**src/rtl/dose_scheduler.sv**
```systemverilog
// Dose scheduler: matches programmable dose times against time-of-day and dispatches
// pending doses lowest-slot-first over a req/done handshake with a timeout fault.
module dose_scheduler #(
  parameter int SLOTS        = 4,
  parameter int DONE_TIMEOUT = 30,
  localparam int SW          = (SLOTS > 1) ? $clog2(SLOTS) : 1
) (
  input  logic             clock,
  input  logic             reset,
  input  logic [4:0]       hours,
  input  logic [5:0]       minutes,
  input  logic [5:0]       seconds,
  input  logic             time_valid,
  input  logic             sec_tick,
  input  logic             cfg_we,
  input  logic [SW-1:0]    cfg_slot,
  input  logic             cfg_enable,
  input  logic [4:0]       cfg_hours,
  input  logic [5:0]       cfg_minutes,
  input  logic [5:0]       cfg_seconds,
  input  logic             fault_clr,
  output logic             dispense_req,
  output logic [SW-1:0]    dispense_slot,
  input  logic             dispense_done,
  output logic [SLOTS-1:0] pending,
  output logic             busy,
  output logic             fault,
  output logic             alarm
);

  typedef enum logic [1:0] {
    ST_IDLE  = 2'd0,
    ST_WAIT  = 2'd1,
    ST_FAULT = 2'd2
  } state_e;

  localparam logic [7:0] TIMEOUT_CNT = 8'(DONE_TIMEOUT);

  state_e           state_q, state_d;
  logic [7:0]       cnt_q, cnt_d;
  logic [SW-1:0]    slot_q, slot_d;
  logic [SLOTS-1:0] pending_q, pending_d;
  logic [SLOTS-1:0] en_q, en_d;
  logic [4:0]       hr_q  [SLOTS];
  logic [4:0]       hr_d  [SLOTS];
  logic [5:0]       min_q [SLOTS];
  logic [5:0]       min_d [SLOTS];
  logic [5:0]       sec_q [SLOTS];
  logic [5:0]       sec_d [SLOTS];

  logic             cfg_ok;
  logic [SLOTS-1:0] match_vec;
  logic [SLOTS-1:0] dis_clr;
  logic [SLOTS-1:0] grant_clr;
  logic [SLOTS-1:0] grant_oh;
  logic [SW-1:0]    grant_idx;
  logic [7:0]       cnt_inc;

  // Out-of-range times are rejected as a whole, including the enable bit.
  assign cfg_ok = cfg_we && (cfg_hours <= 5'd23) && (cfg_minutes <= 6'd59) && (cfg_seconds <= 6'd59);

  always_comb begin
    en_d      = en_q;
    match_vec = '0;
    dis_clr   = '0;
    for (int i = 0; i < SLOTS; i++) begin
      hr_d[i]  = hr_q[i];
      min_d[i] = min_q[i];
      sec_d[i] = sec_q[i];
      match_vec[i] = sec_tick && time_valid && en_q[i] &&
                     (hr_q[i] == hours) && (min_q[i] == minutes) && (sec_q[i] == seconds);
      if (cfg_ok && (cfg_slot == SW'(i))) begin
        en_d[i]    = cfg_enable;
        hr_d[i]    = cfg_hours;
        min_d[i]   = cfg_minutes;
        sec_d[i]   = cfg_seconds;
        dis_clr[i] = !cfg_enable;
      end
    end
  end

  always_comb begin
    grant_idx = '0;
    for (int i = SLOTS - 1; i >= 0; i--) begin
      if (pending_q[i]) begin
        grant_idx = SW'(i);
      end
    end
    grant_oh = SLOTS'(1) << grant_idx;
  end

  assign cnt_inc = cnt_q + 8'd1;

  always_comb begin
    state_d   = state_q;
    cnt_d     = cnt_q;
    slot_d    = slot_q;
    grant_clr = '0;
    case (state_q)
      ST_IDLE: begin
        if (|pending_q) begin
          grant_clr = grant_oh;
          slot_d    = grant_idx;
          cnt_d     = '0;
          state_d   = ST_WAIT;
        end
      end
      ST_WAIT: begin
        // Completion takes precedence over a coincident final timeout tick.
        if (dispense_done) begin
          state_d = ST_IDLE;
        end else if (sec_tick) begin
          cnt_d = cnt_inc;
          if (cnt_inc == TIMEOUT_CNT) begin
            state_d = ST_FAULT;
          end
        end
      end
      ST_FAULT: begin
        if (fault_clr) begin
          state_d = ST_IDLE;
        end
      end
      default: state_d = ST_IDLE;
    endcase
  end

  // A new match outranks a grant or disable clearing the same bit.
  assign pending_d = (pending_q & ~(grant_clr | dis_clr)) | match_vec;

  always_ff @(posedge clock or negedge reset) begin
    if (!reset) begin
      state_q   <= ST_IDLE;
      cnt_q     <= '0;
      slot_q    <= '0;
      pending_q <= '0;
      en_q      <= '0;
      for (int i = 0; i < SLOTS; i++) begin
        hr_q[i]  <= '0;
        min_q[i] <= '0;
        sec_q[i] <= '0;
      end
    end else begin
      state_q   <= state_d;
      cnt_q     <= cnt_d;
      slot_q    <= slot_d;
      pending_q <= pending_d;
      en_q      <= en_d;
      for (int i = 0; i < SLOTS; i++) begin
        hr_q[i]  <= hr_d[i];
        min_q[i] <= min_d[i];
        sec_q[i] <= sec_d[i];
      end
    end
  end

  assign dispense_req  = (state_q == ST_WAIT);
  assign dispense_slot = slot_q;
  assign pending       = pending_q;
  assign busy          = (state_q != ST_IDLE);
  assign fault         = (state_q == ST_FAULT);
  assign alarm         = fault;

endmodule

```
**config.mk**
```make
export PLATFORM = sky130hd
export DESIGN_NAME = dose_scheduler
export DESIGN_NICKNAME = d
export VERILOG_FILES = /design/src/rtl/dose_scheduler.sv
export SDC_FILE = /design/constraint.sdc
export NUM_CORES = 1
export LEC_CHECK = 0
export ABC_AREA = 1
export ABC_CLOCK_PERIOD_IN_PS = 1770
export CAP_MARGIN = 25
export CORE_AREA = 2 2 97 99
export CTS_CLUSTER_SIZE = 14
export DETAILED_ROUTE_END_ITERATION = 8
export DIE_AREA = 0 0 99 101
export DONT_BUFFER_PORTS = 1
export GPL_TIMING_DRIVEN = 0
export PLACE_DENSITY = 0.69
export SKIP_CTS_REPAIR_TIMING = 1
export SLEW_MARGIN = 20
export SYNTH_ARGS = -nofsm -noshare
export SYNTH_HDL_FRONTEND = slang
export SYNTH_SLANG_ARGS = --single-unit
```
**constraint.sdc**
```tcl
create_clock -name clock -period 1.77 [get_ports clock]
set_input_delay 0.2655 -clock clock [delete_from_list [all_inputs] [get_ports clock]]
set_output_delay 0.2655 -clock clock [all_outputs]
set_load 0.02 [all_outputs]
```
==> impl_metrics.py <==
metrics = {
    "status": {
        "status": "complete, but fails checks",
        "violations": "negative hold slack",
    },
    "logic_synthesis": {
        "ys_types": 39,
        "yosysTopAreaCell": "dfrtp_1",
        "synth_seq_area_share": 0.462,
        "synthXorXnorAreaFrac": 0.0496,
        "yosys_warnings": 0,
        "synthesis.nets": 613,
        "avgSynthCellArea_um2": 8.41,
        "ys.flop_type": "dfrtp_1",
        "netlist_top_cells_count": "nand2_1, dfrtp_1, o21ai_1",
        "synth.area.mux_share": 0,
        "synthTopCellsByArea": "dfrtp_1, nand2_1, o21ai_2",
        "async_flop_share": 1.00,
        "synth_edf_count": 0,
        "syn_inst": 567,
        "synth_top_cell_area_share": 0.462,
        "synth.ff_latch_count": 88,
        "synth-simple-area-share": 0.256,
        "yosysMostFrequentCell": "nand2_1",
        "synth_compound_area_frac": 0.154,
        "synth_adder_area_share": 0.00525,
        "synth_top_family_by_area": "simple AND/OR/NAND/NOR gates",
        "synth.cell_area_um2": 4770,
    },
    "timing": {
        "period_needed_ns": 1.60,
        "drv_slew": 0,
        "tightest_slew_ns": 0.342,
        "grt_setup_unrepaired": "false",
        "finalSetupViolCount": 0,
        "fin_tns_setup_ns": 0,
        "slew_headroom": 0.771,
        "holdWs_ns": -0.421,
        "hold_violations": 88,
        "fin_skew_ns": 0.0102,
        "fin_crit_sh": 0.905,
        "max_freq_mhz": 624,
    },
    "setup_path": {
        "startpoint_type": "register",
        "endpoint_kind": "register",
        "critical_path_class": "register to register",
        "crit_fanout": 8,
        "required_ns": 2.02,
        "crit_arrival_ns": 1.85,
    },
    "global_route": {
        "grt_busiest_layer": "met2",
        "grt_pass1_vias": 3794,
        "track_usage": 0.257,
        "use_met3": 0.0541,
        "grtUsageMet2": 0.448,
        "grt_pass1_wl_um": 19500,
        "grt_overflow_total": 0,
        "antenna_found_initial": 0,
        "met1_usage": 0.324,
        "grt_max_degree": 89,
    },
    "cts": {
        "clockBufferDepth": 2,
        "htreeDepth": 3,
        "clock-sinks": 88,
        "insertion_delay_ns": 0.37,
        "cts_tree": "built",
        "clkSlewWorstSetupHoldPaths_ns": 0.09,
        "root_buffer": "clkbuf_8",
        "cts_buffers": 9,
    },
    "power_and_ir_drop": {
        "seq_power_share": 0.492,
        "swShare": 0.318,
        "leakage_nw": 2.43,
        "intPower_mw": 3.82,
        "combPwrFrac": 0.219,
        "power.density_nw_per_um2": 1090,
        "clkPwrFrac": 0.289,
        "fin_total_pwr_mw": 5.59,
        "ir_drop_uv": 514,
        "switchingPower_mw": 1.78,
    },
    "detailed_routing": {
        "drcViolationCount": 0,
        "wl_um": 11900,
        "vias": 3791,
        "routed_via_density": 5.46,
        "first_pass_iters": 4,
        "wl_per_cell_um": 17.2,
        "drt_iter0_markers": 176,
        "postRouteAntennaNets": 0,
    },
    "floorplanning": {
        "die_area_um2": 10000,
        "die_h_um": 101,
        "coreArea_um2": 8980,
        "ios": 54,
        "die_w_um": 99,
        "start_util": 0.531,
        "rows": 35,
    },
    "placed_design": {
        "io_buffers": 0,
        "dp_cells": 678,
        "dpl.hpwl_um": 8780,
        "place.gp.congestion": 0.996,
    },
    "layout": {
        "final_util": 0.573,
        "fin_nets": 624,
        "drive_gt1_frac": 0.185,
        "fin_cells": 694,
        "diodes": 0,
        "syn2layout_area_growth_pct": 7.90,
    },
    "run": {
        "cap_violations": 0,
    },
    "min_path": {
        "hold_path_class": "input port to asynchronous set/reset pin",
    },
}
==> final cells by class <==
class	instances	area, µm²
Tap cell	111	139
Sequential cell	88	2200
Clock inverter	4	76.3
Clock buffer	12	155
Fill cell	796	3830
Multi-Input combinational cell	404	2220
Buffer	14	119
Inverter	61	231
==> flip-flops by register name, summed over array words and instances (netlist names) <==
signal	flops
en_q	4
min_q	24
sec_q	24
pending	4
dispense_slot	2
hr_q	20
state_q	2
cnt_q	8
==> worst paths after layout <==
check	startpoint	endpoint	depth (start not counted)	slack (ns)
max in group asynchronous	reset	sec_q[1]	0	2.05
min	reset	hr_q[10]	0	-0.42
min reg2reg	sec_q[6]	sec_q[6]	2	0.49
max reg2reg	state_q[0]	cnt_q[2]	7	0.17
min in group clock	cfg_enable	pending[3]	2	0.03
max	state_q[0]	cnt_q[2]	7	0.17
==> stage by stage <==
step,instance area (µm²),worst slack [ns]
6_report,5140,0.169
5_1_grt,5140,0.0588
4_1_cts,5140,0.0574
3_5_place_dp,4910,0.0768
3_3_place_gp,4910,0.123
2_1_floorplan,4770,0.381
==> logic make-up (layout without fill, tap and decap cells) <==
group,count (synthesis),in the layout
compound gates,112,112
xor+xnor,27,27
fa+ha+maj,2,2
buf+inv,75,91
flops,88,88
simple gates,263,263
==> worst max-delay path: stages (launching register included) <==
cell and delay [ns]:
dfrtp_1 0.41, inv_1 0.07, nor2_2 0.25, inv_2 0.06, nor2_1 0.10, nand2_1 0.16, nand2_1 0.29, o22ai_1 0.13
==> per-layer routing <==
metal	up-vias	share of wire	routed length, µm
met5	-	0	0
met4	0	0.015	180
met3	18	0.062	740
met2	86	0.51	6080
met1	1835	0.41	4930
li1	1852	-	-
==> power groups by stage <==
| stage | logic [mW] | registers, mW | clock network, mW |
|---|---|---|---|
| 6_report | 1.23 | 2.75 | 1.62 |
| 2_1_floorplan | 1.00 | 2.70 | 0 |
| 5_1_grt | 1.41 | 2.80 | 1.70 |
| 3_3_place_gp | 1.19 | 2.76 | 0 |
| 4_1_cts | 1.23 | 2.74 | 1.63 |
| 3_5_place_dp | 1.23 | 2.78 | 0 |
==> cell usage in the layout, fill, tap and decap left out, types with 9 or more instances in the layout <==
cell | synthesis | layout
nor2_1 | 38 | 36
dfrtp_1 | 88 | 87
inv_2 | 12 | 12
xnor2_1 | 18 | 18
nand3_1 | 17 | 17
or2_1 | 11 | 11
o21ai_1 | 44 | 44
clkbuf_8 | 0 | 11
o21ai_0 | 13 | 13
o21ai_2 | 36 | 36
xor2_1 | 9 | 9
nand2_2 | 14 | 14
inv_1 | 43 | 43
nand4_1 | 12 | 12
nand2_1 | 151 | 151
Power figures use the tool's default switching activity.
